### src/rtl/clock_pkg.sv
// Shared types and constants for the alarm-clock button input path.
// Holds the per-button FSM states, default timing and the counter-width helper.
package clock_pkg;

  typedef enum logic [1:0] {
    RELEASED     = 2'd0,
    PRESS_WAIT   = 2'd1,
    HELD         = 2'd2,
    RELEASE_WAIT = 2'd3
  } btn_state_t;

  // 10 ms, 500 ms and 100 ms at 100 MHz
  localparam int DEBOUNCE_CYCLES_DEF = 1_000_000;
  localparam int REPEAT_DELAY_DEF    = 50_000_000;
  localparam int REPEAT_PERIOD_DEF   = 10_000_000;

  function automatic int max3(input int a, input int b, input int c);
    int m;
    m = (a > b) ? a : b;
    return (m > c) ? m : c;
  endfunction

endpackage

### src/rtl/debounce_channel.sv
// One button: two-flop synchroniser, stability counter and press/hold/release FSM.
// All outputs registered; press latency is DEBOUNCE_CYCLES + 2 edges from the first high sample.
module debounce_channel
  import clock_pkg::*;
#(
  parameter int DEBOUNCE_CYCLES = DEBOUNCE_CYCLES_DEF,
  parameter int REPEAT_DELAY    = REPEAT_DELAY_DEF,
  parameter int REPEAT_PERIOD   = REPEAT_PERIOD_DEF
) (
  input  logic i_clk,
  input  logic i_rst,
  input  logic i_raw,
  output logic o_level,
  output logic o_press,
  output logic o_release,
  output logic o_step
);

  localparam int CNT_W = $clog2(max3(DEBOUNCE_CYCLES, REPEAT_DELAY, REPEAT_PERIOD)) + 1;
  localparam logic [CNT_W-1:0] C_DEB    = CNT_W'(DEBOUNCE_CYCLES);
  localparam logic [CNT_W-1:0] C_DLY_M1 = CNT_W'(REPEAT_DELAY - 1);
  localparam logic [CNT_W-1:0] C_PER_M1 = CNT_W'(REPEAT_PERIOD - 1);
  localparam logic [CNT_W-1:0] C_ONE    = CNT_W'(1);

  logic             r_sync1;
  logic             r_sync2;
  btn_state_t       r_state;
  logic [CNT_W-1:0] r_cnt;
  logic             r_first_done;
  logic             r_level;
  logic             r_press;
  logic             r_release;
  logic             r_step;

  btn_state_t       w_state_nxt;
  logic [CNT_W-1:0] w_cnt_nxt;
  logic [CNT_W-1:0] w_cnt_inc;
  logic             w_first_nxt;
  logic             w_level_nxt;
  logic             w_press_nxt;
  logic             w_release_nxt;
  logic             w_step_nxt;
  logic             w_rep_hit;

  always_ff @(posedge i_clk or posedge i_rst) begin
    if (i_rst) begin
      r_sync1 <= 1'b0;
      r_sync2 <= 1'b0;
    end else begin
      r_sync1 <= i_raw;
      r_sync2 <= r_sync1;
    end
  end

  // Saturating increment keeps a stuck state from wrapping into a false match
  assign w_cnt_inc = (r_cnt == '1) ? r_cnt : r_cnt + C_ONE;
  assign w_rep_hit = r_first_done ? (r_cnt >= C_PER_M1) : (r_cnt >= C_DLY_M1);

  always_comb begin
    w_state_nxt   = r_state;
    w_cnt_nxt     = r_cnt;
    w_first_nxt   = r_first_done;
    w_level_nxt   = r_level;
    w_press_nxt   = 1'b0;
    w_release_nxt = 1'b0;
    w_step_nxt    = 1'b0;

    case (r_state)
      RELEASED: begin
        w_level_nxt = 1'b0;
        w_cnt_nxt   = '0;
        if (r_sync2) begin
          w_state_nxt = PRESS_WAIT;
          w_cnt_nxt   = C_ONE;
        end
      end

      PRESS_WAIT: begin
        if (!r_sync2) begin
          w_state_nxt = RELEASED;
          w_cnt_nxt   = '0;
        end else if (r_cnt >= C_DEB) begin
          w_state_nxt = HELD;
          w_level_nxt = 1'b1;
          w_press_nxt = 1'b1;
          w_step_nxt  = 1'b1;
          w_first_nxt = 1'b0;
          w_cnt_nxt   = '0;
        end else begin
          w_cnt_nxt = w_cnt_inc;
        end
      end

      HELD: begin
        w_level_nxt = 1'b1;
        if (!r_sync2) begin
          w_state_nxt = RELEASE_WAIT;
          w_cnt_nxt   = C_ONE;
        end else if (w_rep_hit) begin
          w_step_nxt  = 1'b1;
          w_first_nxt = 1'b1;
          w_cnt_nxt   = '0;
        end else begin
          w_cnt_nxt = w_cnt_inc;
        end
      end

      RELEASE_WAIT: begin
        // A bounce back to high restarts the whole repeat interval
        if (r_sync2) begin
          w_state_nxt = HELD;
          w_cnt_nxt   = '0;
        end else if (r_cnt >= C_DEB) begin
          w_state_nxt   = RELEASED;
          w_level_nxt   = 1'b0;
          w_release_nxt = 1'b1;
          w_first_nxt   = 1'b0;
          w_cnt_nxt     = '0;
        end else begin
          w_cnt_nxt = w_cnt_inc;
        end
      end

      default: begin
        w_state_nxt = RELEASED;
        w_level_nxt = 1'b0;
        w_first_nxt = 1'b0;
        w_cnt_nxt   = '0;
      end
    endcase
  end

  always_ff @(posedge i_clk or posedge i_rst) begin
    if (i_rst) begin
      r_state      <= RELEASED;
      r_cnt        <= '0;
      r_first_done <= 1'b0;
      r_level      <= 1'b0;
      r_press      <= 1'b0;
      r_release    <= 1'b0;
      r_step       <= 1'b0;
    end else begin
      r_state      <= w_state_nxt;
      r_cnt        <= w_cnt_nxt;
      r_first_done <= w_first_nxt;
      r_level      <= w_level_nxt;
      r_press      <= w_press_nxt;
      r_release    <= w_release_nxt;
      r_step       <= w_step_nxt;
    end
  end

  assign o_level   = r_level;
  assign o_press   = r_press;
  assign o_release = r_release;
  assign o_step    = r_step;

endmodule

### src/rtl/button_reader.sv
// Debounced levels, press/release pulses and auto-repeat steps for N_BTN raw buttons.
// Channels are fully independent; each is one debounce_channel instance.
module button_reader
  import clock_pkg::*;
#(
  parameter int N_BTN           = 5,
  parameter int DEBOUNCE_CYCLES = DEBOUNCE_CYCLES_DEF,
  parameter int REPEAT_DELAY    = REPEAT_DELAY_DEF,
  parameter int REPEAT_PERIOD   = REPEAT_PERIOD_DEF
) (
  input  logic             clk,
  input  logic             rst,
  input  logic [N_BTN-1:0] btn_raw,
  output logic [N_BTN-1:0] btn_level,
  output logic [N_BTN-1:0] btn_press,
  output logic [N_BTN-1:0] btn_release,
  output logic [N_BTN-1:0] btn_step
);

  for (genvar g = 0; g < N_BTN; g++) begin : g_ch
    debounce_channel #(
      .DEBOUNCE_CYCLES (DEBOUNCE_CYCLES),
      .REPEAT_DELAY    (REPEAT_DELAY),
      .REPEAT_PERIOD   (REPEAT_PERIOD)
    ) u_ch (
      .i_clk     (clk),
      .i_rst     (rst),
      .i_raw     (btn_raw[g]),
      .o_level   (btn_level[g]),
      .o_press   (btn_press[g]),
      .o_release (btn_release[g]),
      .o_step    (btn_step[g])
    );
  end

endmodule

### config.mk
export PLATFORM = sky130hd
export DESIGN_NAME = button_reader
export DESIGN_NICKNAME = d
export VERILOG_FILES = /design/src/rtl/clock_pkg.sv /design/src/rtl/debounce_channel.sv /design/src/rtl/button_reader.sv
export SDC_FILE = /design/constraint.sdc
export NUM_CORES = 1
export LEC_CHECK = 0
export ABC_AREA = 1
export BUFFER_PORTS_ARGS = -buffer_cell sky130_fd_sc_hd__buf_2
export CORE_UTILIZATION = 25
export DETAILED_ROUTE_END_ITERATION = 8
export GPL_TIMING_DRIVEN = 0
export SETUP_SLACK_MARGIN = 0.05
export SYNTH_ARGS = -nofsm -noshare
export SYNTH_HDL_FRONTEND = slang
export SYNTH_SLANG_ARGS = --single-unit
### constraint.sdc
create_clock -name clk -period 7.2 [get_ports clk]
set_input_delay 1.08 -clock clk [delete_from_list [all_inputs] [get_ports clk]]
set_output_delay 1.08 -clock clk [all_outputs]
set_load 0.01 [all_outputs]
Yosys cells after proc, flatten, opt, wreduce, memory -nomap -nowiden
Cells that the tools add are included.
{"block": "word_totals", "output_inout_bits": 20, "input_bits": 7, "wordCells": 335, "reg_bits": 180}
{"block": "op_classes", "reduce_logical": 25, "n_eq_ne": 70, "add_sub_neg": 5, "n_mux": 175, "order_cmp": 15}
{"op": "$mux 27", "n": 30}
{"op": "$pmux 27 s4", "n": 5}
{"op": "$add 27x1->27 const B", "n": 5}
{"op": "$eq 27x27->1 const B", "n": 5}
{"op": "$ge 27x20->1 const B", "n": 5}
{"op": "$ge 27x24->1 const B", "n": 5}
{"op": "$ge 27x26->1 const B", "n": 5}
{"op": "$mux 1", "n": 90}
{"op": "$mux 2", "n": 30}
{"op": "$ne 2x1->1 const B", "n": 30}
{"op": "$pmux 2 s4", "n": 5}
{"op": "$reduce_and 4->1", "n": 10}
{"op": "$reduce_and 5->1", "n": 5}
{"op": "$eq 2x2->1 const B", "n": 10}
{"op": "$ne 2x2->1 const B", "n": 10}
{"op": "$pmux 1 s4", "n": 5}
{"op": "$ne 3x1->1 const B", "n": 5}
{"op": "$ne 3x3->1 const B", "n": 5}
{"op": "$pmux 1 s3", "n": 5}
{"op": "$reduce_bool 3->1", "n": 5}
{"op": "$eq 2x1->1 const B", "n": 5}
{"op": "$logic_not 2->1", "n": 5}
{"op": "$pmux 1 s2", "n": 5}

Depth between registers and ports, before layout
{"block": "logic_depth", "ltp_word": 5, "ltp_mapped": 14, "mapped_depth_nobuf": 14}

Modules after synthesis
Synthesis repeated with hierarchy kept, for this count alone.
{"block": "hier_totals", "hier_cells": 1759, "hier_area_um2": 12893.6}
{"mod": "debounce_channel (g_ch[0].u_ch ...)", "n_inst": 4, "cells_per_inst": 350, "seq_area_each_um2": 900.9, "area_each_um2": 2575.0}
{"mod": "debounce_channel (g_ch[4].u_ch)", "n_inst": 1, "cells_per_inst": 359, "seq_area_each_um2": 900.9, "area_each_um2": 2593.7}

Least setup slack after synthesis
Ideal clock, no wire load.
{"block": "synth_timing", "path_kind": "reg-to-reg", "from": "register g_ch[2].u_ch.r_cnt[0]", "to": "register g_ch[2].u_ch.r_cnt[20]", "n_path_buf": 0, "setup_slack_ns": 5.428, "synth_period_minus_slack_ns": 1.772, "setup_time_ns": 0.118, "path_stages_with_launch": 14, "required_time_ns": 7.082, "arrival_ns": 1.654, "path_cell_list": "dfrtp_1 > ha_1 > nand3_1 > inv_2 > nand2_4 > inv_2 > nand2_1 > nor2_2 > nand2_2 > nor3_4 > inv_2 > nand2_1 > xor2_1 > nor2_1"}
{"block": "synth_between", "elab_chain_len": 5, "word_cells_on_any_way": 13, "classes_between": "add/sub (1); order compare (3); eq/ne (1); mux (8)"}
{"element": "start, declared", "line_no": "debounce_channel.sv:28", "text": "logic [CNT_W-1:0] r_cnt;"}
{"element": "start signal, assigned", "line_no": "debounce_channel.sv:144", "text": "r_cnt <= w_cnt_nxt;"}
{"element": "$add 27x1->27, or another cell as far along", "line_no": "debounce_channel.sv:56", "text": "assign w_cnt_inc = (r_cnt == '1) ? r_cnt : r_cnt + C_ONE;"}
{"element": "$mux 27 or $mux 1 (tied branches)", "line_no": "debounce_channel.sv:56, debounce_channel.sv:57"}
{"element": "$mux 27, on equally long branches", "line_no": "debounce_channel.sv:82, debounce_channel.sv:113, debounce_channel.sv:99"}
{"element": "$mux 27, on equally long branches", "line_no": "debounce_channel.sv:110, debounce_channel.sv:79, debounce_channel.sv:96"}
{"element": "$pmux 27 s4 *", "line_no": "debounce_channel.sv:68", "text": "case (r_state)"}
{"element": "named net g_ch[2].u_ch.w_cnt_nxt[20]", "line_no": "debounce_channel.sv:36", "text": "logic [CNT_W-1:0] w_cnt_nxt;"}
Mark *: on every way through the listed nets, which the timed path passes. The rest lies on a longest branch.
A chain may end at the register's enable or synchronous reset.

Worst setup path after layout
{"block": "layout_timing", "from": "register g_ch[3].u_ch.r_cnt[0]", "to": "register g_ch[3].u_ch.r_cnt[11]"}
{"block": "layout_between", "elab_chain_len": 5, "word_cells_on_any_way": 13, "classes_between": "add/sub (1); order compare (3); eq/ne (1); mux (8)"}
{"element": "start, declared", "line_no": "debounce_channel.sv:28"}
{"element": "start signal, assigned", "line_no": "debounce_channel.sv:144"}
{"element": "$add 27x1->27, or another cell as far along", "line_no": "debounce_channel.sv:56"}
{"element": "$mux 27 or $mux 1 (tied branches)", "line_no": "debounce_channel.sv:56, debounce_channel.sv:57"}
{"element": "$mux 27, on equally long branches", "line_no": "debounce_channel.sv:82, debounce_channel.sv:113, debounce_channel.sv:99"}
{"element": "$mux 27, on equally long branches", "line_no": "debounce_channel.sv:110, debounce_channel.sv:79, debounce_channel.sv:96"}
{"element": "$pmux 27 s4 *", "line_no": "debounce_channel.sv:68"}
{"element": "named net g_ch[3].u_ch.w_cnt_nxt[11]", "line_no": "debounce_channel.sv:36"}
Marked as above.

==> out/summary.txt <==
status: finished, final reports clean
initial drt markers: 833
pre-CTS setup slack: 4950 ps
total CTS buffers: 17
share of post-route cells with drive strength above 1: 0.129
number of global-route vias before repair: 11200
Die Ht: 228 microns
io pins: 27
# hold bufs at CTS: 0
first-pass GRT wire length: 55000 microns
Power Density: 207 nW/um^2
cts repair resizes: 0
commonest non-fill, non-tap cell in the layout: nand2_1
measured slew at the worst slew-check pin: 665 ps
antenna violations before repair: 0
Die Area: 52000 sq um
post-synthesis cell count: 1829
worst hold path class: flip-flop to flip-flop
CTS tree: built
Tot Pwr: 2.99 mW
pins over their slew limit: 0
Clk Latency, worst-skew pair: 460 ps
commonest non-fill, non-tap cells in the layout: nand2_1 (425), nor2_1 (287), inv_1 (214)
diode count: 0
postcts setup bufs: 0
Final Setup Violations: 0
DRT Pass-1 Iters: 5
sequential share of the synthesized area: 0.352
crit path launch type: flip-flop
dominant synthesized flop cell: dfrtp_1
worst reg-to-reg setup slack: 4860 ps
leakage: 6.26 nW
Syn. warnings: 0
Tot GR Track Use: 0.127
clk slew on worst S/H paths: 70 ps
# DRC: 0
required time worst endpoint: 7530 ps
# clock sinks: 180
Hold WS: 350 ps
Tmin final: 2340 ps
Fin. Hold Viols: 0
Final ANT Viol Nets: 0
Layout Nets: 1921
Area Growth Syn to Fin: 12.8%
syn_area_per_cell: 6.99 sq um
total number of vias: 11700
clock skew: 10.4 ps
Non-Filler Instances: 2564
CP arrival: 2660 ps
per-cell routed wire length: 12.7 microns
Setup TNS: 0 ps
Fill cells: 5548
Max Freq: 428 MHz
core area: 50300 sq um
area leader, netlist: dfrtp_1
DP Area: 13800 sq um
multi-input logic area: 7020 sq um
CTS root buf: clkbuf_16
EDFF count, synth: 0
worst vdd ir: 0.000177 V
Final WS setup: 4860 ps
placed insts: 2532
clk buf depth: 2
synth top area cells: dfrtp_1 (35%), nand2_1 (12%), nor2_1 (8.4%), inv_1 (6.3%), nand3_1 (5.0%)
Final Util: 0.287
fraction of registers with async set/reset: 1.00
Worst slew margin: 0.556
fin area: 14400 sq um
flops & latches, synth: 180
cell area after synthesis: 12800 sq um
port bufs: 26
Synth cell types: 52
grt total ovfl: 0
Yosys top cell area share: 0.352
area occupied by registers: 4500 sq um
pin count of the biggest net entering global routing: 126
total wire length: 32500 microns
Site Rows: 82
GPL Wtd Cong: 0.928
Worst Path Class, Setup: flip-flop to flip-flop
mean number of vias per cell: 4.55
max cap viols: 0
Die Width: 228 microns
post-DP HPWL: 24800 microns
Period Utilization, post-route: 0.324
worst-path fanout max: 10
RSZ-0062 raised after global routing: no
Initial Util: 0.254
H-tree Lvls: 4
Critical Path End Type: flip-flop
## synth_stat cells (all sizes together), types with 2 or more instances
| library cell | count |
|---|---|
| nor4 | 24 |
| xnor2 | 6 |
| xor2 | 64 |
| o21a | 5 |
| a21boi | 3 |
| nor2 | 311 |
| and3 | 4 |
| clkinv | 4 |
| buf | 43 |
| ha | 35 |
| clkbuf | 4 |
| nand3 | 131 |
| o211ai | 2 |
| nand4 | 36 |
| or2 | 14 |
| nand2 | 452 |
| a21oi | 117 |
| nor3b | 6 |
| dfrtp | 180 |
| o21ai | 64 |
| nor3 | 74 |
| nand3b | 2 |
| a31oi | 4 |
| inv | 238 |
## metal layers
layer / vias to the layer above / GRT usage / share of wire / wire (microns)
met5: - / 0 / 0 / 0
met4: 0 / 0.0457 / 0.020 / 643
met3: 42 / 0.0194 / 0.039 / 1270
met2: 231 / 0.209 / 0.46 / 15000
met1: 5465 / 0.169 / 0.48 / 15700
li1: 5919 / - / - / -
## layout make-up
class / instances / area share
Multi-Input combinational cell: 1364 / 0.487
Sequential cell: 180 / 0.313
Inverter: 242 / 0.0640
Tap cell: 672 / 0.0583
Clock buffer: 21 / 0.0326
Buffer: 47 / 0.0247
Timing Repair Buffer: 27 / 0.0109
Clock inverter: 11 / 0.00964
## flip-flops by register name (all words and copies together) (netlist names), named ones only
name                    cells
g_ch.u_ch.o_level           5
g_ch.u_ch.o_press           5
g_ch.u_ch.o_release         5
g_ch.u_ch.o_step            5
g_ch.u_ch.r_cnt           135
g_ch.u_ch.r_first_done      5
g_ch.u_ch.r_state           5
g_ch.u_ch.r_sync1           5
g_ch.u_ch.r_sync2           5
## report_power, final
part / total, mW / switching [mW] / internal, mW / leakage, nW
clock: 0.993 / 0.445 / 0.548 / 0.299
combinational: 0.815 / 0.508 / 0.307 / 3.53
sequential: 1.18 / 0.0742 / 1.11 / 2.43
## final timing paths
path | start | cells past startpoint | endpoint
min | g_ch[2].u_ch.r_sync1 | 0 | g_ch[2].u_ch.r_sync2
max reg2reg | g_ch[3].u_ch.r_cnt[0] | 13 | g_ch[3].u_ch.r_cnt[11]
min reg2reg | g_ch[2].u_ch.r_sync1 | 0 | g_ch[2].u_ch.r_sync2
max in group asynchronous | rst | 3 | asynchronous set/reset pin
min in group asynchronous | rst | 2 | g_ch[1].u_ch.r_cnt[22]
max | g_ch[3].u_ch.r_cnt[0] | 13 | g_ch[3].u_ch.r_cnt[11]
## worst max-delay path, stage by stage (launching register included)
cell and delay, ps:
dfrtp_1 460, ha_1 340, nand3_1 200, nor2_1 250, nand2_1 90, nor2_1 120
a21oi_1 80, nand2_1 70, nand2_1 90, nand2_1 80, nand2_2 60, nand2_4 120
buf_6 170, a21oi_1 60
## kinds of logic (layout without fill, tap and decap cells)
logic type	count (synthesis)	in the layout	synth area share
AND/OR/NAND/NOR	1055	1055	0.378
buffers and inverters	289	348	0.0994
AO/OA/AOI/OAI	198	198	0.0868
flip-flops	180	180	0.352
XOR/XNOR	70	70	0.0480
adder cells (fa/ha/maj)	35	35	0.0343
other	1	5	0.000293
multiplexers	1	1	0.000783
Note: power is estimated with default switching activity, not from simulation.
